## config.mk

```make
export PLATFORM = sky130hd
export DESIGN_NAME = decode_queue
export DESIGN_NICKNAME = d
export VERILOG_FILES = /design/src/rtl/decode_queue.sv
export SDC_FILE = /design/constraint.sdc
export NUM_CORES = 1
export LEC_CHECK = 0
export ABC_AREA = 1
export BUFFER_PORTS_ARGS = -buffer_cell sky130_fd_sc_hd__buf_2
export CAP_MARGIN = 5
export CORE_ASPECT_RATIO = 1.25
export CORE_MARGIN = 2
export CORE_UTILIZATION = 34
export CTS_CLUSTER_SIZE = 20
export DETAILED_ROUTE_END_ITERATION = 7
export GPL_ROUTABILITY_DRIVEN = 0
export PLACE_DENSITY = 0.57
export SLEW_MARGIN = 15
export SYNTH_ARGS = -nofsm -noshare
export SYNTH_HDL_FRONTEND = slang
export SYNTH_SLANG_ARGS = --single-unit
export TNS_END_PERCENT = 10
```

## constraint.sdc

```tcl
create_clock -name clk_in -period 10.4 [get_ports clk_in]
set_clock_uncertainty 0.15 [all_clocks]
set_input_delay 0.52 -clock clk_in [delete_from_list [all_inputs] [get_ports clk_in]]
set_output_delay 0.52 -clock clk_in [all_outputs]
set_load 0.1 [all_outputs]
```

## src/rtl/decode_queue.sv

```systemverilog
// decode_queue: fetch-to-decode instruction FIFO with duplicate-PC filter and flush
module decode_queue #(
   parameter int XLEN = 32,
   parameter int DEPTH = 8,
   parameter int AFULL_TH = DEPTH-1,
   localparam int PTR_W = $clog2(DEPTH)
) (
   input  logic             clk_in,
   input  logic             rst_in,
   input  logic             rdy_in,
   input  logic             fetch_valid,
   input  logic [31:0]      fetch_ins,
   input  logic [XLEN-1:0]  fetch_pc,
   input  logic [XLEN-1:0]  fetch_pred_pc,
   output logic             fetch_ready,
   input  logic             flush_in,
   input  logic             dec_ready,
   output logic             dec_valid,
   output logic [31:0]      dec_ins,
   output logic [XLEN-1:0]  dec_pc,
   output logic [XLEN-1:0]  dec_pred_pc,
   output logic             dec_is_c,
   output logic [XLEN-1:0]  dec_seq_pc,
   output logic [PTR_W:0]   count,
   output logic             almost_full,
   output logic             empty
);
   localparam logic [PTR_W:0] FULL = (PTR_W+1)'(DEPTH);
   localparam logic [PTR_W:0] AFULL = (PTR_W+1)'(AFULL_TH);
   logic [31:0]      ins_q  [DEPTH];
   logic [XLEN-1:0]  pc_q   [DEPTH];
   logic [XLEN-1:0]  pred_q [DEPTH];
   logic [PTR_W-1:0] head_q, head_d, tail_q, tail_d;
   logic [PTR_W:0]   count_q, count_d;
   logic [XLEN-1:0]  last_q, last_d, pc_m;
   logic             acc, wr, deq;
   assign pc_m        = {fetch_pc[XLEN-1:1], 1'b0};
   assign fetch_ready = rst_in && rdy_in && !flush_in && (count_q < FULL);
   assign empty       = count_q == '0;
   assign almost_full = count_q >= AFULL;
   assign count       = count_q;
   assign dec_valid   = rdy_in && !empty;
   assign acc         = fetch_valid && fetch_ready;
   // a re-offered PC (same halfword-aligned address) completes the handshake but is not stored
   assign wr          = acc && (pc_m != last_q);
   assign deq         = dec_valid && dec_ready;
   assign dec_ins     = ins_q[head_q];
   assign dec_pc      = pc_q[head_q];
   assign dec_pred_pc = pred_q[head_q];
   assign dec_is_c    = dec_ins[1:0] != 2'b11;
   assign dec_seq_pc  = dec_pc + (dec_is_c ? XLEN'(2) : XLEN'(4));
   always_comb begin
      head_d  = flush_in ? '0 : deq ? head_q + 1'b1 : head_q;
      tail_d  = flush_in ? '0 : wr ? tail_q + 1'b1 : tail_q;
      last_d  = flush_in ? '1 : acc ? pc_m : last_q;
      count_d = flush_in ? '0 : count_q + {{PTR_W{1'b0}}, wr} - {{PTR_W{1'b0}}, deq};
   end
   // rdy_in low freezes everything, flush included
   always_ff @(posedge clk_in or negedge rst_in) begin
      if (!rst_in) begin
         head_q  <= '0;
         tail_q  <= '0;
         count_q <= '0;
         last_q  <= '1;
      end else if (rdy_in) begin
         head_q  <= head_d;
         tail_q  <= tail_d;
         count_q <= count_d;
         last_q  <= last_d;
      end
   end
   always_ff @(posedge clk_in) begin
      if (wr) begin
         ins_q[tail_q]  <= fetch_ins;
         pc_q[tail_q]   <= pc_m;
         pred_q[tail_q] <= fetch_pred_pc;
      end
   end
endmodule

```

[Word-level counts from Yosys, hierarchy flattened]
Memories as Yosys holds them, arrays and structs flattened.
Index checks and enable logic that the tools add are counted.
Operators by class
  $lt $le $gt $ge: 2
  equality and inequality tests: 2
  mux-type cells: 10
  reductions and logical operators: 16
  add/sub/neg operators: 5
Operators by type and width (count)
  $mux W32: 2
  $add A32 B3 Y32: 1
  $ne A32 B32 Y1: 1
  $mux W3: 5
  $logic_and A1 B1 Y1: 7
  $add A3 B1 Y3 const B: 2
  $reduce_and A2 Y1: 3
  $reduce_bool A2 Y1: 3
  $add A4 B1 Y4: 1
  $ge A4 B3 Y1 const B: 1
  $logic_not A4 Y1: 1
  $lt A4 B4 Y1 const B: 1
  $mux W4: 1
  $sub A4 B1 Y4: 1
  $logic_not A1 Y1: 2
  $mux W1: 2
  $ne A2 B2 Y1 const B: 1
Storage, ports and cells
  output and inout bits: 137
  flip-flop bits (word level): 42
  word-level logic and storage cells: 42
  input port bits: 102
  memories: 3
  bits in writable memories: 760
Memories
  ins_q: words 8, bits a word 32, rd ports 1, clocked after memory_dff 0, wr ports 1, line 30  | logic [31:0] ins_q [DEPTH];
  pred_q: words 8, bits a word 32, rd ports 1, clocked after memory_dff 0, wr ports 1, line 32  | logic [XLEN-1:0] pred_q [DEPTH];
  pc_q: words 8, bits a word 31, rd ports 1, clocked after memory_dff 0, wr ports 1, line 31  | logic [XLEN-1:0] pc_q [DEPTH];

[Depth between registers and ports, before layout]
  depth after elaboration: 8
  gate-level depth with buffers: 19
  mapped depth without buffers: 16

[Worst setup path before layout]
No wires, ideal clock.
  path type: register to output
  start: register head_q[0]
  end: output port dec_seq_pc[15]
  path buffers: 4
  arrival: 6990 ps
  path slack: 2740 ps
  stages on the path, launching flop included: 16
  required time: 9730 ps
  path through: dfrtp_1 -> buf_6 -> inv_4 -> buf_6 -> buf_4 -> clkbuf_1 -> o21ai_0 -> a31oi_1 -> nand2_1 -> ha_1 -> fa_1 -> nand2_1 -> nor2_2 -> nand2_1 -> nor2_2 -> xor2_1
On the way
  word-level cells in the longest chain between the ends: 4
  elaborated cells on any way between the ends: 5
  classes of those cells: 1 x add/sub; 1 x eq/ne; 1 x mux; 2 x memory
RTL lines
  start, declared: line 33  | logic [PTR_W-1:0] head_q, head_d, tail_q, tail_d;
  start signal, assigned: line 61  | head_q <= '0;
  start signal, assigned: line 66  | head_q <= head_d;
  $mem_v2 Z8 W32
  named net dec_ins[0]: line 19  | output logic [31:0] dec_ins,
  $ne A2 B2 Y1: line 50  | assign dec_is_c = dec_ins[1:0] != 2'b11;
  named net dec_is_c: line 22  | output logic dec_is_c,
  $mux W3: line 51  | assign dec_seq_pc = dec_pc + (dec_is_c ? XLEN'(2) : XLEN'(4));
  $add A32 B3 Y32: line 51
  end, declared: line 23  | output logic [XLEN-1:0] dec_seq_pc,
The timed path passes the listed nets, and every way through them passes these cells.

[Worst setup path after layout]
  start: register head_q[0]
  end: output port dec_seq_pc[23]
On the way
  word-level cells in the longest chain between the ends: 4
  elaborated cells on any way between the ends: 5
  classes of those cells: 1 x add/sub; 1 x eq/ne; 1 x mux; 2 x memory
RTL lines (line)
  $mem_v2 Z8 W32
  $ne A2 B2 Y1: 50
  $mux W3: 51
  $add A32 B3 Y32 (*): 51
Every way passes the cells marked *; elsewhere a longest branch is shown, timed or not.

==> metrics.txt <==
outcome=completed; Clock Sinks=802; total congestion overflow after global routing=0; final critical path time including I/O delays and setup=5870 ps; clock edge transition at the registers on the reported setup and hold paths=60 ps; first-pass GRT wire length=130000 um; Horiz. Die Dim=around 290 um; via density per instance=approximately 4.8; row count=129; Yosys warning count=0; peak-usage layer in the global routing report=met2; post-layout worst setup margin=4530 ps; die extent in y=358 um; slew at the pin closest to its max-slew limit=approximately 1100 ps; crit-path max FO=93; CTS Root Buffer Type=clkbuf_16; maximum clock rate=0.170 GHz; CP Class=reg -> out; start point of the worst min-delay path=fetch_pc[23]; number of buffers inserted by hold repair at cts=69; pre-CTS WS=4890 ps; mean routed wirelength per cell=18.5 um; count of mapped cells out of synthesis=3047; instance area at placement=between 30000 and 40000 sq um; crit path launch type=flip-flop; Post-CTS Repair Setup Buffers=0; number of clock buffers inserted by TritonCTS=83; placed cells=4467; leading cell types by total area after synthesis=edfxtp_1, nand2_1, nor2_1; Final Max Tran Viols=0; starting density of the core=34.3%; relative area change from synthesis to final layout=17.5%; Port Buffer Count=235; routed wire length=just under 90000 um; max-cap viol count=0; power density over the cells=271 nW/um^2; clock latency of the later-clocked register in the worst-skew pair=640 ps; antenna-violating nets left=0; fraction of synthesized cell area taken by the top area cell type=67.1%; maximum number of pins on one net before global-route repair=between 200 and 250; met1 demand-to-capacity share in global routing=21.0%; final design utilization=40.3%; average footprint of a synthesized cell=around 11 sq um; dominant synthesized flop cell=edfxtp_1; area of all placed cells without fillers=about 40000 sq um; Tot GR Track Use=16.7%; Hold Vio Cnt, Final=0; CP Launch Point=head_q[0]; area of the die=103000 sq um; reg-to-reg startpoint=count[3]; number of global-route vias before repair=22100; Data arrival, critical path=roughly 5200 ps; deepest level of the CTS H-tree=3; Layout Nets=3426; most common cell after layout, fill and taps aside=edfxtp_1; Gates resized, CTS repair=0; proportion of synthesized chip area in sequential cells=between 70 and 80%; highest-count cells in the layout ignoring fill and taps=edfxtp_1, nand2_1, nor2_1; Peak VDD IR=284 uV; I/O pin count=about 240; number of distinct standard cells referenced by the synthesized netlist=37; HPWL after detailed placement=between 40000 and 50000 um; Setup Total Neg Slack=0 ps; met3 global-route usage=roughly 3.9%; area of the mapped netlist=34000 sq um; share of flip-flops with an asynchronous set or reset=under 10%; count of non-filler cells in the finished layout=between 4000 and 5000; number of antenna violations at the first check in global routing=7; Static Leakage=15.3 nW; Core Region=99100 sq um; vias post-DR=22700; share of post-route cells with drive strength above 1=14.4%; DRC violations left=0; DR pass1 iterations=5; initial DRC count=1491; min-delay worst type=in -> reg; synthesized flop and latch total=802; RSZ-0062 raised after global routing=false; critical path data required time=just under 10000 ps; final cycle utilization of the critical path=56.4%; crit end category=primary output; count of flip-flops with a built-in enable after synthesis=760; maximum clock path buffer count=3; TritonCTS clock tree=built; cell type contributing the most total cell area after synthesis=edfxtp_1; final setup vio count=0; tightest slew margin relative to the limit=25.0%; met2 Track Usage GR=28.3%
## power by group
part | internal, W | switching, W
combinational | 0.000678 | 0.00340
clock | 0.00183 | 0.00127
sequential | 0.00359 | 0.0000576
## state kept, by name (all words and copies together), names as in the netlist
| name | cells |
|---|---|
| count | 4 |
| head_q | 3 |
| ins_q | 256 |
| last_q | 32 |
| pc_q | 248 |
| pred_q | 256 |
| tail_q | 3 |
## synthesized netlist by cell type, types with 16 or more instances
master / count
inv_1: 302
edfxtp_1: 760
nand3_1: 165
nand2_1: 547
clkbuf_1: 59
buf_6: 16
dfstp_2: 32
nor2_1: 526
buf_2: 55
nand4_1: 18
a22oi_1: 24
o22ai_1: 68
a31oi_1: 64
o21ai_0: 274
nand2_2: 21
## per-stage QoR
step                      hold slack (ps)  power [W]
final                                35.1     0.0108
after global routing                 36.7     0.0113
after CTS                           0.198     0.0109
after detailed placement              332    0.00778
after global placement                328    0.00776
after floorplan                      74.4    0.00700
## cell families after synthesis
| group | after synthesis | synth area share, % |
|---|---|---|
| compound gates | 448 | 7.38 |
| simple gates | 1300 | 15.5 |
| fa+ha+maj | 12 | 0.486 |
| other cells | 1 | 0.0110 |
| xor+xnor | 20 | 0.515 |
| flops | 802 | 70.3 |
| buf+inv | 464 | 5.83 |
## critical path, cell delays in order, from the launching register on
cell and delay [ps]:
dfrtp_4 800, buf_4 910, o21ai_0 240, o22ai_1 210, nor2_1 50, a31oi_1 240, nand2_1 140, ha_1 240
fa_1 640, nand2_1 170, nor2_2 50, nand2_1 140, nor2_1 110, nand2_1 70, nand2_1 40, nand2_1 50
buf_2 420
## area by class of cell
cell class	instances	area, sq um
fill	9364	59100
multi-input combinational	1782	8170
clock inverter	51	704
inverter	307	1170
clock buffer	103	2200
sequential	802	23900
timing repair buffer	336	2130
antenna	3	7.51
tap	1310	1640
## path summary, 6_finish.rpt
kind,endpoint,slack (ps),cells after the start
max,dec_seq_pc[23],4530,16
min,pc_q[7][22],40,1
max reg2reg,ins_q[7][2],6020,6
min reg2reg,last_q[13],340,2
max in group asynchronous,head_q[0],9220,3
min in group asynchronous,count[3],390,3
## routing by layer
metal	vias up	wire [um]
met5	-	57
met2	596	41800
met3	155	6020
met1	11000	36700
li1	10900	-
met4	10	2320
(Power assumes the default switching activity.)
